[src/rtl/eval_sequencer_pkg.sv]
// rtl/eval_sequencer_pkg.sv - shared state encoding, widths and helpers for the eval sequencer
package eval_sequencer_pkg;

    localparam int BOARD_WIDTH    = 64;
    localparam int EVAL_PHASE_MAX = 32;

    typedef enum logic [2:0] {
        ST_IDLE  = 3'd0,
        ST_WAIT  = 3'd1,
        ST_SUM   = 3'd2,
        ST_TAPER = 3'd3,
        ST_DONE  = 3'd4
    } seq_state_t;

    // PHASE_MAX is a power of two, so the taper divide is a plain shift
    function automatic int phase_shift(input int phase_max);
        return $clog2(phase_max);
    endfunction

endpackage

[src/rtl/eval_taper.sv]
// rtl/eval_taper.sv - combinational phase taper: blend mg/eg sums, floor-shift, saturate
module eval_taper
    import eval_sequencer_pkg::*;
#(
    parameter int EVAL_WIDTH  = 24,
    parameter int SUM_WIDTH   = 28,
    parameter int PHASE_WIDTH = 6,
    parameter int PHASE_MAX   = EVAL_PHASE_MAX
) (
    input  logic signed [SUM_WIDTH-1:0]  mg_sum,
    input  logic signed [SUM_WIDTH-1:0]  eg_sum,
    input  logic        [PHASE_WIDTH-1:0] phase,
    output logic signed [EVAL_WIDTH-1:0] eval
);

    localparam int PROD_WIDTH = SUM_WIDTH + PHASE_WIDTH + 2;
    localparam int SHIFT      = phase_shift(PHASE_MAX);
    localparam logic signed [PROD_WIDTH-1:0] EVAL_MAX =
        {{(PROD_WIDTH-EVAL_WIDTH+1){1'b0}}, {(EVAL_WIDTH-1){1'b1}}};
    localparam logic signed [PROD_WIDTH-1:0] EVAL_MIN =
        {{(PROD_WIDTH-EVAL_WIDTH+1){1'b1}}, {(EVAL_WIDTH-1){1'b0}}};

    logic signed [PROD_WIDTH-1:0] mg_ext;
    logic signed [PROD_WIDTH-1:0] eg_ext;
    logic signed [PROD_WIDTH-1:0] mg_weight;
    logic signed [PROD_WIDTH-1:0] eg_weight;
    logic signed [PROD_WIDTH-1:0] blend;
    logic signed [PROD_WIDTH-1:0] scaled;

    always_comb begin
        mg_ext    = {{(PROD_WIDTH-SUM_WIDTH){mg_sum[SUM_WIDTH-1]}}, mg_sum};
        eg_ext    = {{(PROD_WIDTH-SUM_WIDTH){eg_sum[SUM_WIDTH-1]}}, eg_sum};
        mg_weight = {{(PROD_WIDTH-PHASE_WIDTH){1'b0}}, phase};
        eg_weight = PROD_WIDTH'(PHASE_MAX) - mg_weight;
        blend     = mg_ext * mg_weight + eg_ext * eg_weight;
        // arithmetic shift floors toward -inf, matching the scoring convention
        scaled    = blend >>> SHIFT;
        if (scaled > EVAL_MAX) begin
            eval = EVAL_MAX[EVAL_WIDTH-1:0];
        end else if (scaled < EVAL_MIN) begin
            eval = EVAL_MIN[EVAL_WIDTH-1:0];
        end else begin
            eval = scaled[EVAL_WIDTH-1:0];
        end
    end

endmodule

[src/rtl/eval_sequencer.sv]
// rtl/eval_sequencer.sv - launches a board to all eval units, gathers, sums and tapers their scores
module eval_sequencer
    import eval_sequencer_pkg::*;
#(
    parameter int EVAL_WIDTH     = 24,
    parameter int NUM_EVAL       = 4,
    parameter int PHASE_WIDTH    = 6,
    parameter int PHASE_MAX      = EVAL_PHASE_MAX,
    parameter int TIMEOUT_CYCLES = 64
) (
    input  logic                           clk,
    input  logic                           reset,
    input  logic                           board_valid,
    input  logic [BOARD_WIDTH-1:0]         board,
    input  logic [PHASE_WIDTH-1:0]         phase,
    input  logic                           clear_eval,
    output logic                           busy,
    output logic signed [EVAL_WIDTH-1:0]   eval,
    output logic                           eval_error,
    output logic                           eval_valid,
    output logic                           unit_board_valid,
    output logic [BOARD_WIDTH-1:0]         unit_board,
    output logic                           unit_clear_eval,
    input  logic [NUM_EVAL*EVAL_WIDTH-1:0] unit_eval_mg,
    input  logic [NUM_EVAL*EVAL_WIDTH-1:0] unit_eval_eg,
    input  logic [NUM_EVAL-1:0]            unit_eval_valid
);

    localparam int SUM_WIDTH = EVAL_WIDTH + 4;
    localparam int TMO_WIDTH = $clog2(TIMEOUT_CYCLES + 1);

    seq_state_t state_q;
    seq_state_t state_d;

    logic [NUM_EVAL-1:0]          seen_q;
    logic [NUM_EVAL-1:0]          seen_d;
    logic [TMO_WIDTH-1:0]         tmo_q;
    logic [PHASE_WIDTH-1:0]       phase_q;
    logic [PHASE_WIDTH-1:0]       phase_clamped;
    logic signed [SUM_WIDTH-1:0]  mg_sum_q;
    logic signed [SUM_WIDTH-1:0]  eg_sum_q;
    logic signed [SUM_WIDTH-1:0]  mg_acc;
    logic signed [SUM_WIDTH-1:0]  eg_acc;
    logic signed [EVAL_WIDTH-1:0] mg_term;
    logic signed [EVAL_WIDTH-1:0] eg_term;
    logic signed [EVAL_WIDTH-1:0] taper_eval;

    logic launch;
    logic abort;
    logic finish;
    logic timeout_hit;
    logic done_clear;

    assign busy = (state_q != ST_IDLE);

    always_comb begin
        phase_clamped = (phase > PHASE_WIDTH'(PHASE_MAX)) ? PHASE_WIDTH'(PHASE_MAX) : phase;
    end

    always_comb begin
        mg_acc  = '0;
        eg_acc  = '0;
        mg_term = '0;
        eg_term = '0;
        for (int k = 0; k < NUM_EVAL; k++) begin
            mg_term = unit_eval_mg[k*EVAL_WIDTH +: EVAL_WIDTH];
            eg_term = unit_eval_eg[k*EVAL_WIDTH +: EVAL_WIDTH];
            mg_acc  = mg_acc + $signed({{4{mg_term[EVAL_WIDTH-1]}}, mg_term});
            eg_acc  = eg_acc + $signed({{4{eg_term[EVAL_WIDTH-1]}}, eg_term});
        end
    end

    always_comb begin
        state_d     = state_q;
        launch      = 1'b0;
        abort       = 1'b0;
        finish      = 1'b0;
        timeout_hit = 1'b0;
        done_clear  = 1'b0;
        seen_d      = seen_q | unit_eval_valid;
        case (state_q)
            ST_IDLE: begin
                if (board_valid) begin
                    launch  = 1'b1;
                    state_d = ST_WAIT;
                end
            end
            ST_WAIT: begin
                if (clear_eval) begin
                    abort   = 1'b1;
                    state_d = ST_IDLE;
                end else if (&seen_d) begin
                    state_d = ST_SUM;
                end else if (tmo_q == TMO_WIDTH'(TIMEOUT_CYCLES - 1)) begin
                    timeout_hit = 1'b1;
                    state_d     = ST_DONE;
                end
            end
            ST_SUM: begin
                if (clear_eval) begin
                    abort   = 1'b1;
                    state_d = ST_IDLE;
                end else begin
                    state_d = ST_TAPER;
                end
            end
            ST_TAPER: begin
                if (clear_eval) begin
                    abort   = 1'b1;
                    state_d = ST_IDLE;
                end else begin
                    finish  = 1'b1;
                    state_d = ST_DONE;
                end
            end
            ST_DONE: begin
                if (clear_eval) begin
                    done_clear = 1'b1;
                    state_d    = ST_IDLE;
                end
            end
            default: state_d = ST_IDLE;
        endcase
    end

    always_ff @(posedge clk) begin
        if (reset) begin
            state_q          <= ST_IDLE;
            seen_q           <= '0;
            tmo_q            <= '0;
            phase_q          <= '0;
            mg_sum_q         <= '0;
            eg_sum_q         <= '0;
            eval             <= '0;
            eval_error       <= 1'b0;
            eval_valid       <= 1'b0;
            unit_board_valid <= 1'b0;
            unit_board       <= '0;
            unit_clear_eval  <= 1'b0;
        end else begin
            state_q          <= state_d;
            unit_board_valid <= launch;
            // units are cleared on every exit from the evaluation, successful or not
            unit_clear_eval  <= abort | finish | timeout_hit;
            if (launch) begin
                unit_board <= board;
                phase_q    <= phase_clamped;
                seen_q     <= '0;
                tmo_q      <= '0;
            end
            if (state_q == ST_WAIT) begin
                seen_q <= seen_d;
                tmo_q  <= tmo_q + TMO_WIDTH'(1);
            end
            if (state_q == ST_SUM) begin
                mg_sum_q <= mg_acc;
                eg_sum_q <= eg_acc;
            end
            if (finish) begin
                eval       <= taper_eval;
                eval_error <= 1'b0;
                eval_valid <= 1'b1;
            end
            if (timeout_hit) begin
                eval       <= '0;
                eval_error <= 1'b1;
                eval_valid <= 1'b1;
            end
            if (done_clear) begin
                eval_error <= 1'b0;
                eval_valid <= 1'b0;
            end
        end
    end

    eval_taper #(
        .EVAL_WIDTH  (EVAL_WIDTH),
        .SUM_WIDTH   (SUM_WIDTH),
        .PHASE_WIDTH (PHASE_WIDTH),
        .PHASE_MAX   (PHASE_MAX)
    ) u_taper (
        .mg_sum (mg_sum_q),
        .eg_sum (eg_sum_q),
        .phase  (phase_q),
        .eval   (taper_eval)
    );

endmodule

[config.mk]
export PLATFORM = sky130hd
export DESIGN_NAME = eval_sequencer
export DESIGN_NICKNAME = d
export VERILOG_FILES = /design/src/rtl/eval_sequencer_pkg.sv /design/src/rtl/eval_taper.sv /design/src/rtl/eval_sequencer.sv
export SDC_FILE = /design/constraint.sdc
export NUM_CORES = 1
export LEC_CHECK = 0
export BUFFER_PORTS_ARGS = -buffer_cell sky130_fd_sc_hd__buf_4
export CORE_MARGIN = 2
export CORE_UTILIZATION = 50
export CTS_CLUSTER_SIZE = 12
export DETAILED_ROUTE_END_ITERATION = 7
export MAX_ROUTING_LAYER = met4
export PLACE_DENSITY = 0.73
export SYNTH_ARGS = -nofsm -noshare
export SYNTH_HDL_FRONTEND = slang
export SYNTH_SLANG_ARGS = --single-unit
[constraint.sdc]
create_clock -name clk -period 21.5 [get_ports clk]
set_input_delay 4.3 -clock clk [delete_from_list [all_inputs] [get_ports clk]]
set_output_delay 4.3 -clock clk [all_outputs]
set_load 0.02 [all_outputs]
After elaboration in Yosys (flattened, before gate mapping) --
Index checks and enable logic that the tools add are counted.
Operators by class: add/subtract/negate cells 9, multipliers 2, div/mod/pow operators 0, magnitude comparators 3, equality and inequality tests 8, shift-type cells 0, mux-type cells 30, bitwise gates (word level) 3, reduce and logical (&&, ||, !) cells 9
Operator list (number):
- multiplier 27 x 7 -> 34 bit | 2
- adder 26 x 24 -> 27 bit | 2
- adder 25 x 24 -> 26 bit | 2
- adder 24 x 24 -> 25 bit | 2
- two-way mux 24 bit | 2
- adder 34 x 34 -> 35 bit | 1
- > comparator 31 x 24 -> 1 bit (second input constant) | 1
- less-than comparator 31 x 24 -> 1 bit (second input constant) | 1
- two-way mux 3 bit | 6
- two-way mux 1 bit | 15
- case mux 3 bit (5 select lines) | 1
- two-way mux 7 bit | 2
- two-way mux 4 bit | 2
- adder 7 x 1 -> 7 bit (second input constant) | 1
- == test 7 x 6 -> 1 bit (second input constant) | 1
- subtractor 6 x 6 -> 7 bit (first input constant) | 1
- == test 3 x 2 -> 1 bit (second input constant) | 2
- > comparator 6 bit (second input constant) | 1
- two-way mux 6 bit | 1
- != test 2 bit (second input constant) | 2
- != test 4 bit (second input constant) | 1
- bitwise OR 4 bit | 1
- AND reduction 4 bit | 1
- nonzero test 2 bit | 2
- other kinds (9) | 11
Word-level totals: register bits after elaboration 166, latch bits 0, memory bits (writable) 0, memory bits (read-only) 0, input port bits 270, output and inout port bits 93, word-level logic and storage cells 76, memories kept 0

Longest topological paths before layout --
Gate-level depths: netlist of the first run.
depth in word-level cells 6, gate-level depth with buffers 32, depth with buffers taken out 28

Cells and area by module --
Synthesis of the first run repeated with hierarchy kept, for this count alone.
Second synthesis, totals: cell total of the unflattened synthesis 2845, area total of the unflattened synthesis 24176.9 um2
Modules (own cells, without submodules):
- eval_taper | instances 1, cells an instance 1402, area each 12926.1 um2, seq. area each 0.0 um2
- eval_sequencer | instances 1, cells an instance 1443, area each 11250.8 um2, seq. area each 3323.2 um2

Worst setup path before layout of the first run --
Ideal clock, no wire load.
path kind register to register, from register phase_q[0], to register eval[17], library setup time 0.132 ns, data arrival time 7.643 ns, required time 21.368 ns, path slack 13.726 ns, cell stages (with the launch flop) 30, buffers on the path 4, period minus slack after synthesis 7.774 ns, cell sequence dfxtp_1 > clkbuf_1 > clkbuf_1 > inv_1 > ha_1 > nand2_1 > xor2_1 > clkbuf_1 > nand2_1 > fa_1 > fa_1 > inv_1 > fa_1 > inv_1 > fa_1 > fa_1 > inv_1 > fa_1 > ha_1 > a21o_1 > a211oi_2 > a21oi_2 > a2111oi_2 > o31ai_4 > or4_1 > a211oi_2 > a41oi_2 > buf_6 > o211ai_2 > o31ai_1
Between the ends: longest elaborated chain between the ends 6, elaborated cells on any way between the ends 8, classes of those cells add/sub: 2; mul: 2; order compare: 2; mux: 2
RTL lines:
- from (decl) | line eval_sequencer.sv:38 | logic [PHASE_WIDTH-1:0] phase_q;
- from (signal assigned) | line eval_sequencer.sv:147 | phase_q <= phase_clamped;
- subtractor 6 x 6 -> 7 bit | line eval_taper.sv:34 | eg_weight = PROD_WIDTH'(PHASE_MAX) - mg_weight;
- multiplier 27 x 7 -> 34 bit | line eval_taper.sv:35 | blend = mg_ext * mg_weight + eg_ext * eg_weight;
- adder 34 x 34 -> 35 bit * | line eval_taper.sv:35
- less-than comparator 31 x 24 -> 1 bit | line eval_taper.sv:40 | end else if (scaled < EVAL_MIN) begin
- two-way mux 24 bit | line eval_taper.sv:40
- two-way mux 24 bit * | line eval_taper.sv:38 | if (scaled > EVAL_MAX) begin
- to (signal assigned) | line eval_sequencer.sv:160 | eval <= taper_eval;
- to (decl) | line eval_sequencer.sv:18 | output logic signed [EVAL_WIDTH-1:0] eval,
Every way passes the cells marked *; elsewhere a longest branch is shown, timed or not. A chain may end at the register's enable or synchronous reset.

Final worst setup path of the first run --
from register phase_q[0], to register eval[14]
Same word-level chain as after synthesis.

==> impl_metrics.tcl, run 1 <==
set metrics [dict create \
    pwr-share-comb 0.444 \
    timing.rr.end "eval[14]" \
    ys_seq_area_frac 0.149 \
    powerDensity_nw_per_um2 43.9 \
    fp.dieArea_um2 46400 \
    tns_ps 0 \
    rsz0062_at_grt "no" \
    p_seq_frac 0.288 \
    min_path_cells 2 \
    numPortBuffers 362 \
    post_cts_resized 0 \
    grt_usage 0.275 \
    clock_path_buffers 2 \
    final_core_util 0.593 \
    io_pins 363 \
    cts.sinks 166 \
    nets 3614 \
    grt_pass1_vias 19400 \
    slowest_delay_ps 900 \
    power_leakage_nw 12.8 \
    met3_length_mm 3.53 \
    report.power.total_mw 1.15 \
    place_area_um2 25600 \
    rrSetupSlack_ps 12150 \
    ys_ff_latch 166 \
    dpl.cell_count 3346 \
    hold_path.class "reg2reg" \
    crit_slowest_cell "xor2_2" \
    ant_nets 0 \
    post_cts_buffers 0 \
    p_sw_frac 0.394 \
    place_congestion 0.949 \
    postCtsHoldBufs 0 \
    finalCritPeriodShare 0.435 \
    wl_per_cell_um 17.8 \
    crit-reg2reg-launch "phase_q[0]" \
    syn_nets 3313 \
    synth_cells 2472 \
    core-area_um2 44100 \
    dr.first_iter.drc_count 1101 \
    m1WireLength_mm 24.8 \
    viasPerCell 5.34 \
    routed-via-count 18000 \
    die_w_um 215 \
    synth_cell_types 72 \
    drive_above_1_share 0.161 \
    final_cell_area_um2 26200 \
    synth_area_leader_cell "fa_1" \
    root_buffer "clkbuf_16" \
    crit_type "reg2reg" \
    synth_flop_cell "dfxtp_1" \
    cts_tree "built" \
    syn-mean-instance-area_um2 9.03 \
    wirelength_mm 60.2 \
    clockPowerShare 0.268 \
    fin_cells 3380 \
    synth_warnings 0 \
    htreeDepth 4 \
    antenna_found_initial 2 \
    cp.arrival_ps 9670 \
    cts_buffers 17 \
    drc_errors 0 \
    whs_ps 456 \
    die_y_um 215 \
    path_max_fanout 56 \
    min_to "unit_board[4]" \
    reg2regPathDepth 26 \
    vdd_drop_max_mv 0.0702 \
    drtPass1Iterations 5 \
    final_common_cell "fa_1" \
    layout_common_cells "fa_1, nand2_1, buf_4, inv_1, and2_1" \
    final_hold_viol_count 0 \
    synthArstFlopShare 0 \
    rows 77 \
    place_ws_ps 12240 \
    grt_pass1_wl_mm 98.1 \
    overflow 0 \
    fmax_mhz 107 \
    timing.final.ws_setup_ps 12150 \
    p_int_mw 0.696 \
    maxSlewViolCount 0 \
    synthTopCellsByArea "fa_1, dfxtp_1, ha_1, nand2_1, inv_1" \
    end_kind "flip-flop" \
    status "finished, final reports clean" \
    tightest_slew_ps 1260 \
    crit_top_cell "fa_1" \
    holdCritStartpoint "unit_board[4]" \
    synth-edff-count 0 \
    start_util 0.506 \
    area_growth_pct 17.1 \
    fin_skew_ps 15.0 \
    clkLatencyLatePin_ps 470 \
    dr.max_layer_used "met4" \
    cap_violations 0 \
    dpl.hpwl_mm 50.2 \
    setup_violations 0 \
    dr_wl_met2_mm 30.3 \
    min_period_ps 9350 \
    path_clk_slew_ps 70 \
    synth_top_area_frac 0.371 \
    p_switching_mw 0.452 \
    relSlewSlack 0.159 \
    grt_max_degree 103 \
    critPathRequiredTime_ps 21820 \
    netlist_area_um2 22300 \
    start_kind "flip-flop" \
]
cells in the mapped netlist, types with 9 or more instances:
cell type  number
a211oi_1       15
a21o_1         28
a21oi_1       176
and2_1        196
and3_1         13
clkbuf_1       89
dfxtp_1       166
fa_1          414
ha_1          157
inv_1         342
nand2_1       391
nand2b_1       12
nand3_1        25
nand3b_1       11
nor2_1         98
nor2b_1        11
nor3_1         21
o211ai_1       14
o211ai_2        9
o21a_1         27
o21ai_0        50
o21ai_1        20
o21bai_1        9
xnor2_1        48
xor2_1         19
registers in the layout, summed over array words and instances (netlist names):
signal            flops
eval_error            1
eval                 24
eval_valid            1
unit_board           64
seen_q                4
phase_q               6
unit_board_valid      1
eg_sum_q             27
state_q               3
mg_sum_q             27
unit_clear_eval       1
tmo_q                 7
power groups by stage:
stage / combinational [mW] / clock (mW) / sequential [mW]
2_1_floorplan: 0.337 / 0 / 0.345
3_3_place_gp: 0.492 / 0 / 0.336
3_5_place_dp: 0.505 / 0 / 0.337
4_1_cts: 0.508 / 0.314 / 0.330
5_1_grt: 0.567 / 0.324 / 0.332
6_report: 0.510 / 0.308 / 0.330
critical path, delay by kind of cell, from the launching register on:
family | cells | cell delay (ps)
AO/OA/AOI/OAI | 9 | 2760
AND/OR/NAND/NOR | 3 | 780
buffers and inverters | 5 | 700
adder cells (fa/ha/maj) | 8 | 3710
flip-flops | 1 | 310
XOR/XNOR | 1 | 900
worst max-delay path by stage:
stage,cells after the start,slack (ps),end,start
4_1_cts,26,12200,eval[14],phase_q[0]
3_5_place_dp,26,12240,eval[14],phase_q[0]
5_1_grt,26,11610,eval[16],phase_q[0]
6_report,26,12150,eval[14],phase_q[0]
2_1_floorplan,29,13730,eval[17],phase_q[0]
3_3_place_gp,26,12500,eval[14],phase_q[0]
routing by layer:
| layer | track usage | vias up |
|---|---|---|
| met4 | 0.0908 | 0 |
| met5 | - | - |
| met1 | 0.327 | 8945 |
| met3 | 0.0483 | 87 |
| li1 | - | 8447 |
| met2 | 0.475 | 567 |
final cells by class:
cell class              count  area, um2
diodes                      2       5.00
clock buffers              17        425
clock inverters            15        158
fillers                  3913      18000
inverters                 343       1290
multi-input cells        1866      17400
flip-flops and latches    166       3320
well taps                 592        741
repair buffers            379       2850
cells by family after synthesis:
family | synth area share
compound gates | 0.117
simple gates | 0.173
buf+inv | 0.0747
flops | 0.149
fa+ha+maj | 0.459
mux | 0.00134
xor+xnor | 0.0263
(Power assumes the default switching activity.)
==> run 2, diff against run 1 <==
--- a/config.mk
+++ b/config.mk
@@ -5,6 +5,7 @@
 export SDC_FILE = /design/constraint.sdc
 export NUM_CORES = 1
 export LEC_CHECK = 0
+export ABC_AREA = 1
 export BUFFER_PORTS_ARGS = -buffer_cell sky130_fd_sc_hd__buf_4
 export CORE_MARGIN = 2
 export CORE_UTILIZATION = 50
==> constraint.sdc (replaced) <==
create_clock -name clk -period 9.4 [get_ports clk]
set_input_delay 1.88 -clock clk [delete_from_list [all_inputs] [get_ports clk]]
set_output_delay 1.88 -clock clk [all_outputs]
set_load 0.02 [all_outputs]
==> impl_metrics.tcl, run 2 <==
set metrics [dict create \
    status "finished, final reports clean" \
    post_cts_resized 0 \
    timing.final.ws_setup_ps 1710 \
    core-area_um2 46500 \
    drive_above_1_share 0.149 \
    synthArstFlopShare 0 \
    ant_nets 0 \
    postCtsHoldBufs 0 \
    critPathRequiredTime_ps 9810 \
    die_y_um 221 \
    yosys-top-cells-count "inv_1, nand2_1, fa_1, nor2_1, o21ai_0" \
    maxSlewViolCount 0 \
    synth_warnings 0 \
    largest_register_ffs 64 \
    rsz0062_at_grt "no" \
    yosysMostFrequentCell "inv_1" \
    dpl.hpwl_mm 51.5 \
    reg2regPathDepth 33 \
    cts.sinks 166 \
    clkLatencyLatePin_ps 470 \
    clock_path_buffers 2 \
    path_max_fanout 30 \
    finalCritPeriodShare 0.818 \
    grt_pass1_vias 20800 \
    syn-mean-instance-area_um2 7.76 \
    synth_cells 3030 \
    htreeDepth 4 \
    grt_pass1_wl_mm 104 \
    min_path_cells 2 \
    synthTopCellsByArea "fa_1, dfxtp_1, inv_1, nand2_1, ha_1" \
    synth-edff-count 0 \
    cts_tree "built" \
    start_util 0.506 \
    synth_top_area_frac 0.352 \
    grt_usage 0.271 \
    fmax_mhz 130 \
    wirelength_mm 62.1 \
    power_leakage_nw 15.3 \
    dr.first_iter.drc_count 1182 \
    powerDensity_nw_per_um2 103 \
    cap_violations 0 \
    synth_flop_cell "dfxtp_1" \
    viasPerCell 5.01 \
    grt_max_degree 89 \
    ys_ff_latch 166 \
    final_common_cell "inv_1" \
    syn_nets 3871 \
    path_clk_slew_ps 70 \
    end_kind "flip-flop" \
    fp.dieArea_um2 48800 \
    tightest_slew_ps 858 \
    rows 79 \
    root_buffer "clkbuf_16" \
    vdd_drop_max_mv 0.168 \
    cp.arrival_ps 8090 \
    relSlewSlack 0.427 \
    place_congestion 0.926 \
    tns_ps 0 \
    fin_skew_ps 13.3 \
    fillers 4288 \
    layout_common_cells "inv_1, nand2_1, fa_1, buf_4, nor2_1" \
    antenna_found_initial 0 \
    synth_cell_types 46 \
    antenna_cells 0 \
    io_pins 363 \
    wl_per_cell_um 15.7 \
    final_hold_viol_count 0 \
    place_ws_ps 1810 \
    crit_top_cell "nand2_1" \
    numPortBuffers 362 \
    post_cts_buffers 0 \
    slowest_delay_ps 600 \
    area_growth_pct 16.6 \
    overflow 0 \
    min_period_ps 7690 \
    top_register "unit_board" \
    nets 4186 \
    routed-via-count 19900 \
    ys_seq_area_frac 0.141 \
    reg.largest.list "unit_board: 64 flops, eg_sum_q: 27 flops, mg_sum_q: 27 flops" \
    synth_area_leader_cell "fa_1" \
    drtPass1Iterations 5 \
    netlist_area_um2 23500 \
    crit_type "reg2reg" \
    cts_buffers 17 \
    setup_violations 0 \
    crit_slowest_cell "nand2_1" \
    die_w_um 221 \
    start_kind "flip-flop" \
    drc_errors 0 \
    hold_path.class "reg2reg" \
]
## run 2: cell types whose count changed after synthesis, sizes merged, moves of 21 or more
cell	before	now
clkbuf	89	68
inv	342	672
nand2	391	608
o21ai	70	181
nor2	98	390
nand3	25	55
and2	196	2
o21a	27	0
a21o	28	6
a21oi	177	150
## run 2: metrics by stage
stage | power, mW | instances | instance area [um2] | util | hold WS, ps
5_1_grt | 3.03 | 3965 | 27400 | 0.590 | 493
3_5_place_dp | 2.05 | 3933 | 26800 | 0.577 | 462
2_1_floorplan | 1.62 | 3030 | 23500 | - | 439
4_1_cts | 2.85 | 3965 | 27400 | 0.590 | 471
3_3_place_gp | 2.04 | 3933 | 26800 | 0.577 | 455
6_report | 2.83 | 3965 | 27400 | 0.590 | 468
## run 2: cells by family (layout without fill, tap and decap cells)
logic type,Yosys count,after routing,synth area share
XOR/XNOR,59,59,0.0220
AO/OA/AOI/OAI,377,377,0.0892
buffers and inverters,761,1089,0.123
AND/OR/NAND/NOR,1096,1096,0.188
flip-flops,166,166,0.141
adder cells (fa/ha/maj),571,571,0.436
## run 2: area by class of cell
class | count | area [um2] | share of cell area
timing repair buffer | 382 | 2870 | 0.105
inverter | 675 | 2530 | 0.0924
multi-input combinational | 2103 | 17300 | 0.631
clock inverter | 12 | 186 | 0.00680
tap | 607 | 759 | 0.0277
clock buffer | 20 | 457 | 0.0166
sequential | 166 | 3320 | 0.121
## run 2: layer usage
| metal | GRT usage | share of wire | vias to the layer above |
|---|---|---|---|
| li1 | - | - | 9698 |
| met1 | 0.340 | 0.42 | 9484 |
| met3 | 0.0390 | 0.057 | 103 |
| met2 | 0.456 | 0.49 | 595 |
| met4 | 0.0821 | 0.031 | 0 |
| met5 | - | 0 | - |
## run 2: path summary, 6_finish.rpt
path	start	endpoint	slack, ps
max	phase_q[1]	eval[14]	1710
min	tmo_q[5]	tmo_q[5]	470
max reg2reg	phase_q[1]	eval[14]	1710
min reg2reg	tmo_q[5]	tmo_q[5]	470
## run 2: where the power goes
part / total, mW / internal, mW / leakage (nW) / switching [mW]
Clock: 0.787 / 0.463 / 0.305 / 0.324
Sequential: 0.759 / 0.736 / 1.35 / 0.0231
Combinational: 1.28 / 0.502 / 13.6 / 0.781
## run 2: critical path, delay by kind of cell, from the launching register on
family	cells	cell delay (ps)
AO/OA/AOI/OAI	2	360
flip-flops	1	310
buffers and inverters	6	910
AND/OR/NAND/NOR	18	2610
adder cells (fa/ha/maj)	7	3430
